## src/rtl/bitmap_scanline_reader.sv

```systemverilog
// Fetches one 1bpp bitmap scanline per line_start and serializes it into a per-pixel stream.
// Define BITMAP_CLEAR_ON_READ_EN to zero each word in RAM the cycle after its read data returns.
module bitmap_scanline_reader #(
  parameter int unsigned ADDRESS_LENGTH = 14,
  parameter int unsigned DATA_WIDTH     = 32,
  parameter int unsigned WORDS_PER_LINE = 24,
  parameter int unsigned LINES          = 576
) (
  input  logic                      clk,
  input  logic                      resetn,
  input  logic                      frame_start,
  input  logic                      line_start,
  input  logic                      pixel_en,
  output logic                      mem_rd_en,
  output logic [ADDRESS_LENGTH-1:0] mem_addr,
  input  logic [DATA_WIDTH-1:0]     mem_rd_data,
  output logic                      mem_wr_en,
  output logic [DATA_WIDTH-1:0]     mem_wr_data,
  output logic                      pixel_on,
  output logic                      pixel_valid,
  output logic                      line_done,
  output logic                      underrun
);

  localparam int unsigned PIX_PER_LINE = WORDS_PER_LINE * DATA_WIDTH;
  localparam int unsigned ROW_W        = $clog2(LINES + 1);
  localparam int unsigned COL_W        = $clog2(PIX_PER_LINE);
  localparam int unsigned IDX_W        = $clog2(WORDS_PER_LINE + 1);
  localparam int unsigned CNT_W        = $clog2(DATA_WIDTH + 1);
`ifdef BITMAP_CLEAR_ON_READ_EN
  localparam bit CLEAR_EN = 1'b1;
`else
  localparam bit CLEAR_EN = 1'b0;
`endif

  typedef enum logic [1:0] {ST_IDLE, ST_ACTIVE, ST_DONE} state_e;

  state_e                    state_q, state_d;
  logic [ROW_W-1:0]          row_q, row_d;
  logic [ADDRESS_LENGTH-1:0] base_q, base_d;
  logic [IDX_W-1:0]          word_idx_q, word_idx_d;
  logic [COL_W-1:0]          col_q, col_d;
  logic [DATA_WIDTH-1:0]     sh_q, sh_d;
  logic [CNT_W-1:0]          sh_cnt_q, sh_cnt_d;
  logic [DATA_WIDTH-1:0]     nx_q, nx_d;
  logic                      nx_full_q, nx_full_d;
  logic                      rd_pend_q, rd_pend_d;
  logic [ADDRESS_LENGTH-1:0] pend_addr_q, pend_addr_d;
  logic                      mem_rd_en_q, mem_rd_en_d;
  logic [ADDRESS_LENGTH-1:0] mem_addr_q, mem_addr_d;
  logic                      mem_wr_en_q, mem_wr_en_d;
  logic                      pixel_on_q, pixel_on_d;
  logic                      pixel_valid_q, pixel_valid_d;
  logic                      line_done_q, line_done_d;
  logic                      underrun_q, underrun_d;

  logic       is_active, sh_full, consume, line_end, start_line, data_accept;
  logic [2:0] occupancy;

  assign is_active   = (state_q == ST_ACTIVE);
  assign sh_full     = (sh_cnt_q != '0);
  assign consume     = is_active && pixel_en && sh_full && !frame_start;
  assign line_end    = consume && (col_q == COL_W'(PIX_PER_LINE - 1));
  assign start_line  = (state_q == ST_IDLE) && line_start && !frame_start && (row_q != ROW_W'(LINES));
  // A word returning after the line has ended (or was aborted) is dropped.
  assign data_accept = is_active && rd_pend_q && !frame_start && !line_end;
  assign occupancy   = 3'(sh_full) + 3'(nx_full_q) + 3'(mem_rd_en_q) + 3'(rd_pend_q);

  // State register
  always_ff @(posedge clk) begin
    if (!resetn) state_q <= ST_IDLE;
    else         state_q <= state_d;
  end

  // Next-state logic
  always_comb begin
    state_d = state_q;
    if (frame_start) begin
      state_d = ST_IDLE;
    end else begin
      case (state_q)
        ST_IDLE:   if (line_start) state_d = (row_q == ROW_W'(LINES)) ? ST_DONE : ST_ACTIVE;
        ST_ACTIVE: if (line_end) state_d = ST_IDLE;
        ST_DONE:   state_d = ST_DONE;
        default:   state_d = ST_IDLE;
      endcase
    end
  end

  // Fetch, buffering, serialization and output next-values
  always_comb begin
    row_d         = row_q;
    base_d        = base_q;
    word_idx_d    = word_idx_q;
    col_d         = col_q;
    sh_d          = sh_q;
    sh_cnt_d      = sh_cnt_q;
    nx_d          = nx_q;
    nx_full_d     = nx_full_q;
    rd_pend_d     = mem_rd_en_q;
    pend_addr_d   = mem_rd_en_q ? mem_addr_q : pend_addr_q;
    mem_rd_en_d   = 1'b0;
    mem_addr_d    = mem_addr_q;
    mem_wr_en_d   = 1'b0;
    pixel_on_d    = 1'b0;
    pixel_valid_d = 1'b0;
    line_done_d   = 1'b0;
    underrun_d    = underrun_q;

    if (consume) begin
      pixel_on_d    = sh_q[0];
      pixel_valid_d = 1'b1;
      col_d         = col_q + COL_W'(1);
      if (sh_cnt_q == CNT_W'(1) && nx_full_q) begin
        sh_d      = nx_q;
        sh_cnt_d  = CNT_W'(DATA_WIDTH);
        nx_full_d = 1'b0;
      end else begin
        sh_d     = sh_q >> 1;
        sh_cnt_d = sh_cnt_q - CNT_W'(1);
      end
    end else if (is_active && pixel_en && !frame_start) begin
      pixel_valid_d = 1'b1;
      underrun_d    = 1'b1;
    end

    if (data_accept) begin
      if (sh_cnt_d == '0) begin
        sh_d     = mem_rd_data;
        sh_cnt_d = CNT_W'(DATA_WIDTH);
      end else begin
        nx_d      = mem_rd_data;
        nx_full_d = 1'b1;
      end
      mem_wr_en_d = CLEAR_EN;
      if (CLEAR_EN) mem_addr_d = pend_addr_q;
    end

    // The address port is shared, so a clear-write cycle stalls the read.
    if (start_line) begin
      mem_rd_en_d = 1'b1;
      mem_addr_d  = base_q;
      word_idx_d  = IDX_W'(1);
      col_d       = '0;
      sh_cnt_d    = '0;
      nx_full_d   = 1'b0;
    end else if (is_active && !frame_start && !line_end && !mem_wr_en_d &&
                 (word_idx_q < IDX_W'(WORDS_PER_LINE)) && (occupancy < 3'd2)) begin
      mem_rd_en_d = 1'b1;
      mem_addr_d  = base_q + ADDRESS_LENGTH'(word_idx_q);
      word_idx_d  = word_idx_q + IDX_W'(1);
    end

    if (line_end) begin
      line_done_d = 1'b1;
      row_d       = row_q + ROW_W'(1);
      base_d      = base_q + ADDRESS_LENGTH'(WORDS_PER_LINE);
      sh_cnt_d    = '0;
      nx_full_d   = 1'b0;
    end

    if (frame_start) begin
      row_d         = '0;
      base_d        = '0;
      word_idx_d    = '0;
      col_d         = '0;
      sh_cnt_d      = '0;
      nx_full_d     = 1'b0;
      mem_rd_en_d   = 1'b0;
      mem_wr_en_d   = 1'b0;
      pixel_valid_d = 1'b0;
      pixel_on_d    = 1'b0;
      line_done_d   = 1'b0;
      underrun_d    = 1'b0;
    end
  end

  // Datapath registers
  always_ff @(posedge clk) begin
    if (!resetn) begin
      row_q         <= '0;
      base_q        <= '0;
      word_idx_q    <= '0;
      col_q         <= '0;
      sh_q          <= '0;
      sh_cnt_q      <= '0;
      nx_q          <= '0;
      nx_full_q     <= 1'b0;
      rd_pend_q     <= 1'b0;
      pend_addr_q   <= '0;
      mem_rd_en_q   <= 1'b0;
      mem_addr_q    <= '0;
      mem_wr_en_q   <= 1'b0;
      pixel_on_q    <= 1'b0;
      pixel_valid_q <= 1'b0;
      line_done_q   <= 1'b0;
      underrun_q    <= 1'b0;
    end else begin
      row_q         <= row_d;
      base_q        <= base_d;
      word_idx_q    <= word_idx_d;
      col_q         <= col_d;
      sh_q          <= sh_d;
      sh_cnt_q      <= sh_cnt_d;
      nx_q          <= nx_d;
      nx_full_q     <= nx_full_d;
      rd_pend_q     <= rd_pend_d;
      pend_addr_q   <= pend_addr_d;
      mem_rd_en_q   <= mem_rd_en_d;
      mem_addr_q    <= mem_addr_d;
      mem_wr_en_q   <= mem_wr_en_d;
      pixel_on_q    <= pixel_on_d;
      pixel_valid_q <= pixel_valid_d;
      line_done_q   <= line_done_d;
      underrun_q    <= underrun_d;
    end
  end

  assign mem_rd_en   = mem_rd_en_q;
  assign mem_addr    = mem_addr_q;
  assign mem_wr_en   = mem_wr_en_q;
  assign mem_wr_data = '0;
  assign pixel_on    = pixel_on_q;
  assign pixel_valid = pixel_valid_q;
  assign line_done   = line_done_q;
  assign underrun    = underrun_q;

endmodule

```

## config.mk

```make
export PLATFORM = sky130hd
export DESIGN_NAME = bitmap_scanline_reader
export DESIGN_NICKNAME = d
export VERILOG_FILES = /design/src/rtl/bitmap_scanline_reader.sv
export SDC_FILE = /design/constraint.sdc
export NUM_CORES = 1
export LEC_CHECK = 0
export CORE_MARGIN = 1.5
export CORE_UTILIZATION = 30
export CTS_CLUSTER_SIZE = 12
export DETAILED_ROUTE_END_ITERATION = 10
export DONT_BUFFER_PORTS = 1
export PLACE_DENSITY_LB_ADDON = 0.05
export SYNTH_ARGS = -nofsm -noshare
export SYNTH_HDL_FRONTEND = slang
export SYNTH_SLANG_ARGS = --single-unit
```

## constraint.sdc

```tcl
create_clock -name clk -period 2.9 [get_ports clk]
set_input_delay 0.725 -clock clk [delete_from_list [all_inputs] [get_ports clk]]
set_output_delay 0.725 -clock clk [all_outputs]
set_load 0.005 [all_outputs]
```

==> impl_metrics.json <==
{
  "outcome": "complete, no violations",
  "p_leak_uw": 0.00263,
  "numClockSinks": 129,
  "rows": 54,
  "root_buffer": "clkbuf_16",
  "antenna_left": 0,
  "io_pins": 89,
  "die_h_um": 152,
  "clkTransAtPathRegs_ps": 60,
  "hpwl_um": 10900,
  "finalHoldViolCount": 0,
  "mostFrequentLayoutCells": "dfxtp_1, nand2_1, nand3_1, mux2i_1, nor2_1",
  "fmax_mhz": 376,
  "grt_pass1_wl_um": 27600,
  "floorplan.initialDensity": 0.306,
  "setup_violations": 0,
  "drive_gt1_frac": 0.0941,
  "gp_congestion": 0.798,
  "synthesis.area_mm2": 0.00665,
  "drtIter0Drc": 257,
  "fill_cells": 2254,
  "cp-start-kind": "flop",
  "antenna_found_initial": 0,
  "critPathKind": "flop to flop",
  "finalMaxSlewViolations": 0,
  "route.detailed.drc": 0,
  "synth_seq_cells": 129,
  "regArea_mm2": 0.00258,
  "final_cells": 1045,
  "final.min_clock_period_ps": 2660,
  "cts_buffer_depth": 2,
  "worst_pin_slew_ps": 721,
  "synth_async_sr_flop_share": 0,
  "worstPathArrival_ps": 2990,
  "rsz0062_at_grt": "false",
  "fin_util": 0.344,
  "yosys_most_used_dff": "dfxtp_1",
  "worstSetupStartpoint": "sh_cnt_q[0]",
  "synth_cell_types": 65,
  "grt_pass1_vias": 5200,
  "n_antenna_cell": 0,
  "multiInputGateArea_mm2": 0.00361,
  "cts_tree": "yes",
  "wl_per_cell_um": 16.1,
  "synthCells": 768,
  "min_from": "resetn",
  "grt_max_degree": 113,
  "htreeDepth": 4,
  "ys_warn_count": 0,
  "firstDrtPassIters": 4,
  "synth_edf_count": 0,
  "ir_worst_vdd_v": 0.000292,
  "r2r-start": "sh_cnt_q[0]",
  "routed_wl_um": 16800,
  "viasPerCell": 5.10,
  "core_area_mm2": 0.0218,
  "die_w_um": 152,
  "cts.repair.resized": 0,
  "min_period_over_period": 0.916,
  "yosysSeqAreaShare": 0.388,
  "holdWs_ps": 448,
  "syn_to_final_growth_pct": 12.5,
  "grt_use_total": 0.148,
  "hold_buffers": 0,
  "skew_ps": 11.3,
  "drv_cap": 0,
  "finalWorstSetupSlack_ps": 243,
  "hp-class": "input pin to flop",
  "post_cts_buffers": 0,
  "final_nets": 800,
  "synth.avg_cell_area_um2": 8.66,
  "crit_fanout": 8,
  "final_common_cell": "dfxtp_1",
  "numCtsBuffers": 17,
  "via_count": 5329,
  "io_buffer_count": 0,
  "grt_overflow": 0,
  "end_kind": "flop",
  "fin_setup_tns_ps": 0,
  "required_ps": 3240,
  "cellPowerDensity_mw_per_mm2": 564,
  "dp_slack_ps": 210,
  "dp_cells": 1013,
  "die_area_mm2": 0.0231,
  "relSlewSlack": 0.515,
  "clk_latency_ps": 410
}
power breakdown:
group	internal (µW)	switching, µW
clock network	1480	859
registers	1780	10.1
logic	31.0	63.3
total	3290	932
synth_stat cells, types with 5 or more instances:
cell | instances | share of area
ha_1 | 9 | 0.017
nor2_1 | 43 | 0.024
clkbuf_1 | 42 | 0.024
dfxtp_1 | 129 | 0.39
o31ai_1 | 6 | 0.0068
nand2_1 | 90 | 0.051
xnor2_1 | 18 | 0.024
inv_1 | 15 | 0.0085
buf_2 | 5 | 0.0038
nor3_1 | 10 | 0.0075
o21ai_0 | 40 | 0.030
nand3_1 | 79 | 0.059
o211ai_1 | 31 | 0.035
buf_4 | 34 | 0.038
a21oi_1 | 35 | 0.026
nand2b_1 | 5 | 0.0047
nor4_1 | 6 | 0.0056
xor2_1 | 8 | 0.011
mux2i_1 | 74 | 0.11
final timing paths:
check / depth (start not counted) / end / slack (ps)
min reg2reg: 2 / nx_q[31] / 460
max reg2reg: 8 / row_q[8] / 240
max: 8 / row_q[8] / 240
min: 1 / rd_pend_q / 450
area by class of cell:
type,instances,area share
Tap cell,280,0.0468
Inverter,15,0.00753
Clock inverter,14,0.0268
Multi-Input combinational cell,565,0.482
Sequential cell,129,0.345
Timing Repair Buffer,24,0.0325
Clock buffer,18,0.0587
sequential cells by signal, summed over array words and instances (netlist names), 5 cells and up:
signal	count
nx_q	32
mem_addr	14
sh_cnt_q	6
base_q	11
col_q	10
word_idx_q	5
sh_q	32
row_q	10
through the flow:
| stage | total power (µW) | cell area [µm²] |
|---|---|---|
| floorplan | 1950 | 6770 |
| global placement | 1930 | 6840 |
| detailed placement | 1930 | 6840 |
| CTS | 4300 | 7480 |
| global route | 4400 | 7480 |
| finish | 4220 | 7480 |
per-layer routing:
layer,vias to the layer above,routed length [µm],global-route usage
met5,-,0,0
met4,0,180,0.0448
met3,12,783,0.0425
met2,116,7940,0.247
met1,2553,7890,0.183
li1,2648,-,-
logic make-up after synthesis:
logic type	share of synthesized area
other	0.000564
adder cells (fa/ha/maj)	0.0230
XOR/XNOR	0.0342
AO/OA/AOI/OAI	0.151
multiplexers	0.113
flip-flops	0.388
buffers and inverters	0.0918
AND/OR/NAND/NOR	0.198
critical path: stages (launching register included):
cell	delay (ps)
dfxtp_1	400
inv_1	100
ha_1	250
buf_4	170
a2111oi_4	500
buf_4	240
nand4_2	210
or4_1	530
a21oi_1	170
No activity file was read; power rests on OpenSTA's default activity.
